--- config.mk ---
export PLATFORM = sky130hd
export DESIGN_NAME = board_render
export DESIGN_NICKNAME = d
export VERILOG_FILES = /design/src/rtl/board_render_pkg.sv /design/src/rtl/board_render_cell_pixel_color.sv /design/src/rtl/board_render.sv
export SDC_FILE = /design/constraint.sdc
export NUM_CORES = 1
export LEC_CHECK = 0
export CAP_MARGIN = 5
export CELL_PAD_IN_SITES_DETAIL_PLACEMENT = 0
export CELL_PAD_IN_SITES_GLOBAL_PLACEMENT = 2
export CORE_MARGIN = 2
export CORE_UTILIZATION = 39
export CTS_CLUSTER_DIAMETER = 80
export DETAILED_ROUTE_END_ITERATION = 12
export PLACE_DENSITY = 0.89
export RECOVER_POWER = 50
export SYNTH_ARGS = -nofsm -noshare
export SYNTH_HDL_FRONTEND = slang
export SYNTH_SLANG_ARGS = --single-unit
--- constraint.sdc ---
create_clock -name Clck -period 12.19 [get_ports Clck]
set_input_delay 2.438 -clock Clck [delete_from_list [all_inputs] [get_ports Clck]]
set_output_delay 2.438 -clock Clck [all_outputs]
set_load 0.01 [all_outputs]
--- src/rtl/board_render_pkg.sv ---
`default_nettype none
// +----------------------------------------------------------------------------+
// | board_render_pkg: screen geometry, colours and cell encodings shared by    |
// | the board renderer and the screen flasher.                                 |
// | Revision: 1.0                                                              |
// +----------------------------------------------------------------------------+
package board_render_pkg;

    localparam int SCR_WIDTH        = 160;
    localparam int SCR_HEIGHT       = 120;
    localparam int COLOR_SIZE       = 3;
    localparam int MEMORY_SIZE_BITS = 15;

    typedef logic [MEMORY_SIZE_BITS-1:0] fb_addr_t;
    typedef logic [COLOR_SIZE-1:0]       color_t;

    localparam color_t SCREEN_BG  = 3'b000;
    localparam color_t BOARD_BG   = 3'b110;
    localparam color_t GRID_COLOR = 3'b000;
    localparam color_t P1_COLOR   = 3'b001;
    localparam color_t P2_COLOR   = 3'b111;

    typedef enum logic [1:0] {
        CELL_EMPTY = 2'b00,
        CELL_P1    = 2'b01,
        CELL_P2    = 2'b10,
        CELL_RSVD  = 2'b11
    } cell_state_e;

    typedef enum logic [2:0] {
        ST_IDLE  = 3'd0,
        ST_CLEAR = 3'd1,
        ST_FETCH = 3'd2,
        ST_WAIT  = 3'd3,
        ST_DRAW  = 3'd4,
        ST_DONE  = 3'd5
    } render_state_e;

    function automatic fb_addr_t coor_to_offset(input fb_addr_t x, input fb_addr_t y);
        return fb_addr_t'(y * fb_addr_t'(SCR_WIDTH)) + x;
    endfunction

endpackage
`default_nettype wire

--- src/rtl/board_render_cell_pixel_color.sv ---
`default_nettype none
// +----------------------------------------------------------------------------+
// | cell_pixel_color: colour of one pixel inside a board cell.                 |
// | Revision: 1.0                                                              |
// +----------------------------------------------------------------------------+
module cell_pixel_color
    import board_render_pkg::*;
#(
    parameter int CELL_PX = 8,
    parameter int PX_W    = $clog2(CELL_PX)
) (
    input  logic [PX_W-1:0]       px_i,
    input  logic [PX_W-1:0]       py_i,
    input  logic [1:0]            stone_i,
    output logic [COLOR_SIZE-1:0] color_o
);

    logic w_inner;

    // Stones leave a one-pixel board-coloured margin inside the grid lines.
    assign w_inner = (px_i >= PX_W'(2)) && (px_i <= PX_W'(CELL_PX - 2)) &&
                     (py_i >= PX_W'(2)) && (py_i <= PX_W'(CELL_PX - 2));

    always_comb begin
        color_o = BOARD_BG;
        if ((px_i == '0) || (py_i == '0)) begin
            color_o = GRID_COLOR;
        end else if (w_inner && (stone_i == CELL_P1)) begin
            color_o = P1_COLOR;
        end else if (w_inner && (stone_i == CELL_P2)) begin
            color_o = P2_COLOR;
        end
    end

endmodule
`default_nettype wire

--- src/rtl/board_render.sv ---
`default_nettype none
// +----------------------------------------------------------------------------+
// | board_render: clears the framebuffer, then draws the grid and stones of    |
// | the board cell by cell and hands the frame to the flasher.                 |
// | Revision: 1.0                                                              |
// +----------------------------------------------------------------------------+
module board_render
    import board_render_pkg::*;
#(
    parameter int BOARD_N  = 15,
    parameter int CELL_PX  = 8,
    parameter int BOARD_X0 = 20,
    parameter int BOARD_Y0 = 0
) (
    input  logic                        Clck,
    input  logic                        Reset,
    input  logic                        in_cont_signal,
    output logic                        out_cont_signal,
    input  logic                        next_fin_signal,
    output logic [7:0]                  board_addr,
    input  logic [1:0]                  board_data,
    output logic [MEMORY_SIZE_BITS-1:0] wr_addr,
    output logic [COLOR_SIZE-1:0]       wr_data,
    output logic                        wr_en
);

    localparam int PX_W = $clog2(CELL_PX);
    localparam int RC_W = $clog2(BOARD_N);

    localparam fb_addr_t          CLEAR_LAST = fb_addr_t'(SCR_WIDTH * SCR_HEIGHT - 1);
    localparam logic [PX_W-1:0]   PX_LAST    = PX_W'(CELL_PX - 1);
    localparam logic [RC_W-1:0]   RC_LAST    = RC_W'(BOARD_N - 1);

    if ((BOARD_X0 + BOARD_N * CELL_PX > SCR_WIDTH) ||
        (BOARD_Y0 + BOARD_N * CELL_PX > SCR_HEIGHT)) begin : g_bad_geometry
        $error("board_render: board does not fit on the screen");
    end
    if ((1 << PX_W) != CELL_PX) begin : g_bad_cell_px
        $error("board_render: CELL_PX must be a power of two");
    end
    if (BOARD_N * BOARD_N > 256) begin : g_bad_board_n
        $error("board_render: board does not fit the 8-bit board address");
    end

    render_state_e         state_q, state_d;
    logic [RC_W-1:0]       row_q, row_d, col_q, col_d;
    logic [PX_W-1:0]       px_q, px_d, py_q, py_d;
    logic [1:0]            stone_q, stone_d;
    logic                  out_cont_q, out_cont_d;
    logic                  wr_en_q, wr_en_d;
    fb_addr_t              wr_addr_q, wr_addr_d;
    color_t                wr_data_q, wr_data_d;
    logic [7:0]            board_addr_q, board_addr_d;

    logic [PX_W-1:0]       px_n, py_n;
    logic [1:0]            stone_n;
    logic [RC_W-1:0]       row_n, col_n;
    logic [7:0]            board_addr_n;
    fb_addr_t              w_pix_x, w_pix_y, w_pix_addr;
    color_t                w_pix_color;

    // Pixel about to be emitted: first pixel of a cell when leaving WAIT,
    // otherwise the successor of the current one (power-of-two wrap).
    always_comb begin
        px_n    = '0;
        py_n    = '0;
        stone_n = board_data;
        if (state_q == ST_DRAW) begin
            stone_n = stone_q;
            px_n    = px_q + 1'b1;
            py_n    = (px_q == PX_LAST) ? py_q + 1'b1 : py_q;
        end
    end

    assign col_n        = (col_q == RC_LAST) ? '0 : col_q + 1'b1;
    assign row_n        = (col_q == RC_LAST) ? row_q + 1'b1 : row_q;
    assign board_addr_n = 8'(row_n) * 8'(BOARD_N) + 8'(col_n);

    assign w_pix_x    = fb_addr_t'(BOARD_X0) + (fb_addr_t'(col_q) << PX_W) + fb_addr_t'(px_n);
    assign w_pix_y    = fb_addr_t'(BOARD_Y0) + (fb_addr_t'(row_q) << PX_W) + fb_addr_t'(py_n);
    assign w_pix_addr = coor_to_offset(w_pix_x, w_pix_y);

    cell_pixel_color #(
        .CELL_PX (CELL_PX),
        .PX_W    (PX_W)
    ) u_cell_pixel_color (
        .px_i    (px_n),
        .py_i    (py_n),
        .stone_i (stone_n),
        .color_o (w_pix_color)
    );

    always_comb begin
        state_d      = state_q;
        row_d        = row_q;
        col_d        = col_q;
        px_d         = px_q;
        py_d         = py_q;
        stone_d      = stone_q;
        out_cont_d   = out_cont_q;
        wr_en_d      = 1'b0;
        wr_addr_d    = wr_addr_q;
        wr_data_d    = wr_data_q;
        board_addr_d = board_addr_q;
        unique case (state_q)
            ST_IDLE: begin
                if (in_cont_signal) begin
                    state_d   = ST_CLEAR;
                    wr_en_d   = 1'b1;
                    wr_addr_d = '0;
                    wr_data_d = SCREEN_BG;
                end
            end
            ST_CLEAR: begin
                if (wr_addr_q == CLEAR_LAST) begin
                    state_d      = ST_FETCH;
                    row_d        = '0;
                    col_d        = '0;
                    board_addr_d = '0;
                end else begin
                    wr_en_d   = 1'b1;
                    wr_addr_d = wr_addr_q + 1'b1;
                    wr_data_d = SCREEN_BG;
                end
            end
            ST_FETCH: begin
                state_d = ST_WAIT;
            end
            ST_WAIT: begin
                state_d   = ST_DRAW;
                stone_d   = board_data;
                px_d      = px_n;
                py_d      = py_n;
                wr_en_d   = 1'b1;
                wr_addr_d = w_pix_addr;
                wr_data_d = w_pix_color;
            end
            ST_DRAW: begin
                if ((px_q == PX_LAST) && (py_q == PX_LAST)) begin
                    row_d        = row_n;
                    col_d        = col_n;
                    board_addr_d = board_addr_n;
                    if ((row_q == RC_LAST) && (col_q == RC_LAST)) begin
                        state_d    = ST_DONE;
                        out_cont_d = 1'b1;
                    end else begin
                        state_d = ST_FETCH;
                    end
                end else begin
                    px_d      = px_n;
                    py_d      = py_n;
                    wr_en_d   = 1'b1;
                    wr_addr_d = w_pix_addr;
                    wr_data_d = w_pix_color;
                end
            end
            ST_DONE: begin
                if (next_fin_signal) begin
                    state_d    = ST_IDLE;
                    out_cont_d = 1'b0;
                end
            end
            default: begin
                state_d = ST_IDLE;
            end
        endcase
    end

    always_ff @(posedge Clck or negedge Reset) begin
        if (!Reset) begin
            state_q      <= ST_IDLE;
            row_q        <= '0;
            col_q        <= '0;
            px_q         <= '0;
            py_q         <= '0;
            stone_q      <= '0;
            out_cont_q   <= 1'b0;
            wr_en_q      <= 1'b0;
            wr_addr_q    <= '0;
            wr_data_q    <= '0;
            board_addr_q <= '0;
        end else begin
            state_q      <= state_d;
            row_q        <= row_d;
            col_q        <= col_d;
            px_q         <= px_d;
            py_q         <= py_d;
            stone_q      <= stone_d;
            out_cont_q   <= out_cont_d;
            wr_en_q      <= wr_en_d;
            wr_addr_q    <= wr_addr_d;
            wr_data_q    <= wr_data_d;
            board_addr_q <= board_addr_d;
        end
    end

    assign out_cont_signal = out_cont_q;
    assign wr_en           = wr_en_q;
    assign wr_addr         = wr_addr_q;
    assign wr_data         = wr_data_q;
    assign board_addr      = board_addr_q;

endmodule
`default_nettype wire

# After elaboration in Yosys (flattened, before gate mapping)
# Cells that the tools add are included.
# classes
n_addsub,10
mul,2
order_cmp,4
n_eq_ne,19
muxes,43
reduce_logical,20
# op_table
operator,n
$pmux W15 S4,1
$mux W15,3
$mux W3,15
$mux W4,5
$pmux W3 S6,1
$mux W8,2
$pmux W4 S2,2
$pmux W8 S2,1
$add A15 B1 Y15 const B,1
$add A15 B9 Y15,1
$eq A15 B15 Y1 const B,1
$eq A3 B3 Y1 const B,4
$pmux W3 S2,2
$pmux W3 S4,1
$reduce_and A4 Y1,3
$mul A8 B3 Y10 const B,1
$ne A2 B2 Y1 const B,5
$add A8 B3 Y9,1
$logic_not A3 Y1,3
$add A4 B1 Y4 const B,2
$add A5 B7 Y8 const A,1
$add A7 B3 Y8,1
$add A8 B4 Y8,1
$eq A4 B4 Y1 const B,2
19 further kinds,38
# totals
regBits,47
input_bits,6
out_inout_bits,28
wordCells,109

# Longest topological paths before layout
# Gate-level depths: netlist of run 1.
# logic_depth
depth_word,12
depth_mapped,18
ltp_nobuf,16

# Modules after synthesis
# Synthesis of run 1 repeated with hierarchy kept, for this count alone.
# hier_totals
hier_cells,399
hier_area_um2,3641.0
# modules_own_cells
mod,n_inst,cells_each,area_per_inst_um2,seq_area_each_um2
board_render,1,388,3564.7,1176.1
cell_pixel_color,1,11,76.3,0.0

# Least setup slack after synthesis of run 1
# Ideal clock, no wire load.
# synth_path
path_kind,reg-to-reg
start,register col_q[0]
end,"register board_addr_q[7], in the netlist board_addr[7]"
setup_time_ns,0.121
arrival_time_ns,4.220
setup_slack_ns,7.849
path_stages_with_launch,18
path_buffers,2
period_less_slack_ns,4.341
path_cell_list,dfrtp_1 clkbuf_1 inv_1 and2_1 clkbuf_1 nand2_1 xor2_1 fa_1 fa_1 fa_1 inv_1 ha_1 nor2b_1 o21ai_0 nand2b_1 a31oi_1 xnor2_1 a22o_1
# synth_between
elab_chain_cells,6
word_cells_on_any_way,8
cone_classes,add/sub: 2; mul: 1; eq/ne: 1; mux: 4
# synth_rtl
element,line,text
"start, declared",board_render.sv:46,"logic [RC_W-1:0] row_q, row_d, col_q, col_d;"
"start signal, assigned",board_render.sv:185,col_q <= col_d;
$eq A4 B4 Y1,"board_render.sv:75, board_render.sv:76",
$mux W4,board_render.sv:76,assign row_n = (col_q == RC_LAST) ? row_q + 1'b1 : row_q;
$mul A4 B4 Y8,board_render.sv:77,assign board_addr_n = 8'(row_n) * 8'(BOARD_N) + 8'(col_n);
$add A8 B4 Y8 *,board_render.sv:77,
$mux W8 *,board_render.sv:139,if ((px_q == PX_LAST) && (py_q == PX_LAST)) begin
$pmux W8 S2 *,board_render.sv:105,unique case (state_q)
"end signal, assigned",board_render.sv:193,board_addr_q <= board_addr_d;
"end, declared",board_render.sv:53,"logic [7:0] board_addr_q, board_addr_d;"
# Every way passes the cells marked *; elsewhere a longest branch is shown, timed or not. The select of a mux whose other input is x is not followed.
# A chain may end at the register's enable or synchronous reset.

# Worst setup path after layout of run 1
# layout_path
start,register col_q[1]
end,"register board_addr_q[7], in the netlist board_addr[7]"
# Same word-level chain as after synthesis.

==> results of run 1 <==
-- layout make-up --
type	count	area, µm²
Fill cell	915	5030
Multi-Input combinational cell	333	2320
Inverter	29	109
Sequential cell	46	1150
Timing Repair Buffer	34	332
Clock inverter	3	43.8
Clock buffer	5	68.8
Tap cell	111	139
-- sequential cells by signal, indices dropped and copies added, names as in the netlist --
register	flops
wr_addr	15
board_addr	8
col_q	4
row_q	4
px_q	3
py_q	3
state_q	3
stone_q	2
wr_data	2
out_cont_signal	1
wr_en	1
-- final timing paths --
| kind | startpoint | end | slack [ns] |
|---|---|---|---|
| min in group asynchronous | Reset | stone_q[1] | 2.94 |
| max | col_q[1] | board_addr[7] | 7.57 |
| min | board_addr[5] | board_addr[5] | 0.50 |
| min reg2reg | board_addr[5] | board_addr[5] | 0.50 |
| max reg2reg | col_q[1] | board_addr[7] | 7.57 |
| max in group asynchronous | Reset | col_q[0] | 7.78 |
-- layer usage --
metal,global-route usage [%],wire [µm],vias up
li1,-,-,1543
met1,24.6,4100,1499
met2,31.7,4270,56
met3,2.15,269,6
met4,3.64,61,0
met5,0,0,-
-- synthesized netlist by cell type, drive strengths merged, types with 4 or more instances --
cell	number	area, µm²
a21oi	18	93.8
a31oi	9	56.3
and2	4	25.0
buf	10	61.3
clkbuf	6	22.5
dfrtp	46	1150
fa	8	160
ha	34	425
inv	29	109
nand2	57	224
nand2b	4	25.0
nand3	17	85.1
nand3b	4	30.0
nand4	7	43.8
nor2	29	116
nor2b	8	52.6
nor3	6	35.0
nor4	4	31.3
o21a	4	30.0
o21ai	40	204
o221ai	4	35.0
xnor2	14	123
xor2	14	123
-- cell families after synthesis --
logic type,share of synthesized area [%]
buf+inv,5.25
fa+ha+maj,15.9
compound gates,17.9
xor+xnor,6.68
simple gates,21.5
mux,1.43
flops,31.3
-- cells in the final DEF (no fill, tap or decap), types with 3 or more instances in the layout --
cell and n:
sky130_fd_sc_hd__xnor2_1 14, sky130_fd_sc_hd__nand3_1 17, sky130_fd_sc_hd__nor4_1 3, sky130_fd_sc_hd__nor2b_1 8, sky130_fd_sc_hd__o21ai_0 38, sky130_fd_sc_hd__nand2_1 54
sky130_fd_sc_hd__nand2_2 3, sky130_fd_sc_hd__a22o_1 3, sky130_fd_sc_hd__dfrtp_1 46, sky130_fd_sc_hd__o221ai_1 4, sky130_fd_sc_hd__fa_1 8, sky130_fd_sc_hd__o21bai_1 3
sky130_fd_sc_hd__nor3_1 5, sky130_fd_sc_hd__o211ai_1 3, sky130_fd_sc_hd__a31oi_1 9, sky130_fd_sc_hd__o21a_1 4, sky130_fd_sc_hd__a21oi_1 17, sky130_fd_sc_hd__nor2_1 28
sky130_fd_sc_hd__o31ai_1 3, sky130_fd_sc_hd__and2_1 4, sky130_fd_sc_hd__clkbuf_8 5, sky130_fd_sc_hd__nand4_1 7, sky130_fd_sc_hd__xor2_1 14, sky130_fd_sc_hd__nand3b_1 4
sky130_fd_sc_hd__inv_1 28, sky130_fd_sc_hd__ha_1 34, sky130_fd_sc_hd__mux2i_1 3, sky130_fd_sc_hd__nand2b_1 4, sky130_fd_sc_hd__clkdlybuf4s50_1 30
-- critical path: cells and delay by family (launching register included) --
| family | cells | cell delay, ns |
|---|---|---|
| adder cells (fa/ha/maj) | 4 | 1.88 |
| AND/OR/NAND/NOR | 5 | 0.87 |
| XOR/XNOR | 2 | 0.63 |
| flip-flops | 1 | 0.57 |
| AO/OA/AOI/OAI | 3 | 0.53 |
| buffers and inverters | 1 | 0.04 |
-- power groups by stage --
| stage | registers, mW | logic [mW] | clock network (mW) |
|---|---|---|---|
| 5_1_grt | 0.153 | 0.00632 | 0.129 |
| 3_3_place_gp | 0.156 | 0.00575 | 0 |
| 6_report | 0.153 | 0.00537 | 0.121 |
| 4_1_cts | 0.153 | 0.00592 | 0.124 |
| 2_1_floorplan | 0.156 | 0.000932 | 0 |
| 3_5_place_dp | 0.156 | 0.00593 | 0 |
-- through the flow --
stage / power (mW) / instances / setup slack (ns) / cell area [µm²] / utilization, %
4_1_cts: 0.283 / 561 / 7.56 / 4170 / 45.4
3_3_place_gp: 0.162 / 553 / 7.66 / 4060 / 44.1
5_1_grt: 0.289 / 561 / 7.20 / 4160 / 45.3
2_1_floorplan: 0.157 / 424 / 7.85 / 3670 / -
6_report: 0.279 / 561 / 7.57 / 4160 / 45.3
3_5_place_dp: 0.162 / 553 / 7.57 / 4060 / 44.1
==> out/results.ini, run 1 <==
[status]
run_status=finished with violations
failing_checks=max-capacitance violations, max-slew violations

[cts]
cts-htree-levels=2
cts_max_path_buffers=2
post-cts-setup-buffers=0
insertion_delay_ns=0.31
number_of_clock_sinks=46
cts_hold_repair.buffers=0
postCtsResizedCells=0
tritoncts=built
buffer_cell_driving_the_clock_tree_root=sky130_fd_sc_hd__clkbuf_8
clkSlewWorstSetupHoldPaths_ns=0.10
cts_made_buffers=5

[setup_path]
critPathCaptureType=register
critical-path-top-cell-by-count=sky130_fd_sc_hd__fa_1
crit_path_cell_trace=and3_1, and2_1, nand2_1, xor2_1, fa_1, fa_1, fa_1, inv_1, ha_1, nor2b_1, o21ai_0, nand2b_1, a31oi_1, xnor2_1, a22o_1
arrival_ns=4.83
timing.critical_path.fanout_max=12
cp_data_required_time_ns=12.39
cp_slowest_stage_delay_ns=0.57
worst_path_max_delay_cell=sky130_fd_sc_hd__dfrtp_1
startpoint_type=register
timing.setup.critical_path_class=reg -> reg
worst-r2r-cell-count=15

[timing]
post_route_hold_slack_ns=0.497
timing.final.setup_violations=0
timing.final.max_slew_violations=65
clock.fmax_mhz=216
layout_min_cycle_time_ns=4.62
timing_hold_violations_final=0
skew_ns=0.00924
relSlewSlack_pct=-73.6
final_min_period_over_clock_period_pct=37.9
worstMarginPinSlew_ns=2.60
grt_setup_unrepaired=no
fin_tns_setup_ns=0

[power]
power.share.clock_pct=43.3
irDropWorstVdd_uv=37.6
seqPwrFrac_pct=54.8
switching_share_pct=22.6
p_switching_mw=0.0630
static_leakage_nw=1.88
combPwrFrac_pct=1.9
internal_power_mw=0.216
power.density_nw_per_um2=67.0

[detailed_routing]
wire_per_inst_um=15.5
drt_iter0_markers=171
route.detailed.drc=0
totalWireLength_um=8690
detail_route.first_pass.iterations=4
detail-route-antenna-nets=0
route.vias.total=3104
detail_route.vias_per_cell=5.53

[placement]
gpl.final_weighted_congestion=0.835
hpwlAfterDp_um=6540
portBuffers=33

[grt]
initial_antenna_violation_count=0
track_usage_pct=18.3
grt_pass1_vias=2982
wire_length_of_the_first_global_routing_pass_um=14900
globalRoute.totalOverflow=0
grt_max_degree=47

[run]
drv_cap=2

[cells_and_area]
area_growth_pct=13.4
insertedDiodeCount=0
num-nets-final=497
drive_above_1_share_pct=5.56

[floorplan]
initial_core_util_pct=39.9
die-width_um=101
core_region_area_um2=9200
die_h_um=101
die_area_um2=10200
io-pin-count=34
cell_row_count=35

[synth]
synth_top_flop_cell=sky130_fd_sc_hd__dfrtp_1
ys_async_sr_fraction_pct=100
yosysWarningCount=0
yosys_register_bits=46
synth_edf_count=0
post_synth_instance_area_um2=3670
netlist_instances=424
postSynthAreaPerCell_um2=8.66
synth.lib_cells_used.distinct=63
mappedNetlistNets=472
part_of_the_yosys_area_used_for_sequential_elements_pct=31.3

[worst_hold_path]
whs_path_depth=2
hold_class=reg -> reg

Power figures use the tool's default switching activity.
==> run 2, diff against run 1 <==
--- a/config.mk
+++ b/config.mk
@@ -9,10 +9,10 @@
 export CELL_PAD_IN_SITES_DETAIL_PLACEMENT = 0
 export CELL_PAD_IN_SITES_GLOBAL_PLACEMENT = 2
 export CORE_MARGIN = 2
-export CORE_UTILIZATION = 39
+export CORE_UTILIZATION = 32
 export CTS_CLUSTER_DIAMETER = 80
 export DETAILED_ROUTE_END_ITERATION = 12
-export PLACE_DENSITY = 0.89
+export PLACE_DENSITY = 0.78
 export RECOVER_POWER = 50
 export SYNTH_ARGS = -nofsm -noshare
 export SYNTH_HDL_FRONTEND = slang
==> constraint.sdc (replaced) <==
create_clock -name Clck -period 3.84 [get_ports Clck]
set_input_delay 0.768 -clock Clck [delete_from_list [all_inputs] [get_ports Clck]]
set_output_delay 0.768 -clock Clck [all_outputs]
set_load 0.01 [all_outputs]
==> run 2 against run 1 <==
- the run still ends with max-capacitance violations, max-slew violations left
- combinational power grew to 3.3 times the previous value
- count of clock-buffer cells in the layout grew 1
- fmax rose by 24%
- clock power rose to 3.6 times the previous value
- critical endpoint unchanged
==> out/results.ini, run 2 (synthesis gave the netlist of run 1 again) <==
[status]
run_status=finished with violations
failing_checks=max-capacitance violations, max-slew violations

[placement]
hpwlAfterDp_um=7030  ; +7.4%
placed_area_um2=4320  ; +6.3%
portBuffers=33  ; unchanged
post-place-ws_ns=-0.0812  ; -7.65 ns
gpl.final_weighted_congestion=0.831  ; -0.46%
dp_cells=607  ; +9.8%

[cts]
clkSlewWorstSetupHoldPaths_ns=0.06  ; -0.04 ns
cts-htree-levels=2  ; unchanged
cts_hold_repair.buffers=0  ; unchanged
cts_max_path_buffers=2  ; unchanged
insertion_delay_ns=0.30  ; about the same
cts_made_buffers=5  ; unchanged
tritoncts=built
number_of_clock_sinks=46  ; unchanged
buffer_cell_driving_the_clock_tree_root=sky130_fd_sc_hd__clkbuf_16

[floorplan]
core_region_area_um2=11300  ; +23%
cell_row_count=39  ; +11%
die_area_um2=12300  ; +21%
initial_core_util_pct=32.4  ; -7.5 points
die-width_um=111  ; +10%
die_h_um=111  ; +10%
io-pin-count=34  ; unchanged

[power]
seqPwrFrac_pct=52.0  ; -2.8 points
p_switching_mw=0.206  ; +230%
irDropWorstVdd_uv=249  ; +560%
power.share.clock_pct=46.1  ; +2.8 points
power.density_nw_per_um2=208  ; +210%
static_leakage_nw=2.05  ; +9.0%
combPwrFrac_pct=1.9  ; about the same
internal_power_mw=0.730  ; +240%
switching_share_pct=22.0  ; -0.54 points

[timing]
relSlewSlack_pct=-78.8  ; -5.2 points
post_route_hold_slack_ns=0.474  ; -0.0224 ns
timing.final.max_slew_violations=47  ; -28%
fin_tns_setup_ns=0  ; unchanged
worstMarginPinSlew_ns=2.68  ; +0.0773 ns
layout_min_cycle_time_ns=3.73  ; -0.892 ns
final_min_period_over_clock_period_pct=97.2  ; +59 points
timing.final.setup_violations=0  ; unchanged
timing_hold_violations_final=0  ; unchanged
skew_ns=0.00651  ; -0.00273 ns
worst_slack_ns=0.107  ; -7.46 ns
clock.fmax_mhz=268  ; +24%
grt_setup_unrepaired=yes

[setup_path]
startpoint_type=register
arrival_ns=3.92  ; -0.91 ns
critPathCaptureType=register
timing.critical_path.fanout_max=5  ; -7
timing.setup.critical_path_class=reg -> reg
cp_data_required_time_ns=4.03  ; -8.36 ns

[cells_and_area]
insertedDiodeCount=0  ; unchanged
area_growth_pct=22.5
final_design_area_no_fill_um2=4500  ; +8.1%
drive_above_1_share_pct=13.3  ; +7.7 points
stdcell_count=617  ; +10%
num-nets-final=522  ; +5.0%
commonest_cells_after_routing_fill_and_taps_aside=53 x sky130_fd_sc_hd__nand2_1, 46 x sky130_fd_sc_hd__dfrtp_1, 36 x sky130_fd_sc_hd__o21ai_0
largest_register_ffs=15  ; unchanged
most_frequent_standard_cell_in_the_layout_excluding_fill_and_tap_cells=sky130_fd_sc_hd__nand2_1

[run]
drv_cap=1  ; -1

[grt]
grt_max_degree=47  ; unchanged
wire_length_of_the_first_global_routing_pass_um=16200  ; +8.3%
globalRoute.totalOverflow=0  ; unchanged
grt_pass1_vias=3205  ; +7.5%
initial_antenna_violation_count=0  ; unchanged
track_usage_pct=16.2  ; -2.1 points

[detailed_routing]
route.detailed.drc=0  ; unchanged
drt_iter0_markers=121  ; -29%
totalWireLength_um=9400  ; +8.2%
detail_route.vias_per_cell=5.10  ; -7.8%
wire_per_inst_um=15.2  ; -1.6%
route.vias.total=3147  ; +1.4%
detail_route.first_pass.iterations=4  ; unchanged
detail-route-antenna-nets=0  ; unchanged

[worst_hold_path]
hold_class=reg -> reg

[run 2: worst paths after layout]
path                                 end  depth (start not counted)        from  slack, ns
max                        board_addr[7]                         15    col_q[2]       0.11
min in group asynchronous     wr_data[0]                          1       Reset       1.32
min                           wr_data[0]                          2  wr_data[0]       0.47
min reg2reg                   wr_data[0]                          2  wr_data[0]       0.47
max reg2reg                board_addr[7]                         15    col_q[2]       0.11
max in group asynchronous       row_q[0]                          1       Reset       1.01
[run 2: final cells by class]
type                       instances  area [µm²]
multi-input combinational        333        2410
fill                            1155        6820
clock inverter                     1        7.51
sequential                        46        1150
clock buffer                       6         129
timing repair buffer              59         515
tap                              143         179
inverter                          29         109
[run 2: through the flow]
stage               util [%]  power, mW
finish                  39.7      0.936
global route            39.7      0.973
CTS                     39.4      0.954
detailed placement      38.1      0.514
global placement        38.1      0.514
floorplan                  -      0.498
[run 2: layer usage]
| metal | vias to the layer above | global-route usage, % | share of wire (%) |
|---|---|---|---|
| met4 | 0 | 5.02 | 1.3 |
| met1 | 1502 | 21.4 | 48 |
| met2 | 49 | 27.2 | 48 |
| li1 | 1588 | - | - |
| met5 | - | 0 | 0 |
| met3 | 8 | 2.84 | 2.6 |
[run 2: what timing repair did]
| item | 4_1_cts | 5_1_grt |
|---|---|---|
| pin swaps | 2 | 6 |
| resized for setup | 4 | 5 |
| buffers inserted | 0 | 3 |
| setup endpoints to repair | 1 | 1 |
[run 2: critical path: stages, from the launching register on]
cell                       delay (ns)
sky130_fd_sc_hd__dfrtp_1         0.38
sky130_fd_sc_hd__and3_4          0.19
sky130_fd_sc_hd__and2_4          0.19
sky130_fd_sc_hd__a21oi_2         0.17
sky130_fd_sc_hd__inv_2           0.07
sky130_fd_sc_hd__fa_2            0.59
sky130_fd_sc_hd__fa_1            0.44
sky130_fd_sc_hd__fa_1            0.56
sky130_fd_sc_hd__inv_2           0.05
sky130_fd_sc_hd__ha_4            0.26
sky130_fd_sc_hd__nor2b_4         0.14
sky130_fd_sc_hd__o21ai_1         0.06
sky130_fd_sc_hd__nand2b_1        0.11
sky130_fd_sc_hd__a31oi_2         0.10
sky130_fd_sc_hd__xnor2_1         0.14
sky130_fd_sc_hd__a22o_1          0.18
[run 2: power by group through the flow]
stage / clock [mW] / sequential [mW] / combinational [mW]
floorplan: 0 / 0.495 / 0.00296
global placement: 0 / 0.495 / 0.0186
detailed placement: 0 / 0.495 / 0.0190
CTS: 0.449 / 0.486 / 0.0190
global route: 0.466 / 0.486 / 0.0209
finish: 0.432 / 0.486 / 0.0178
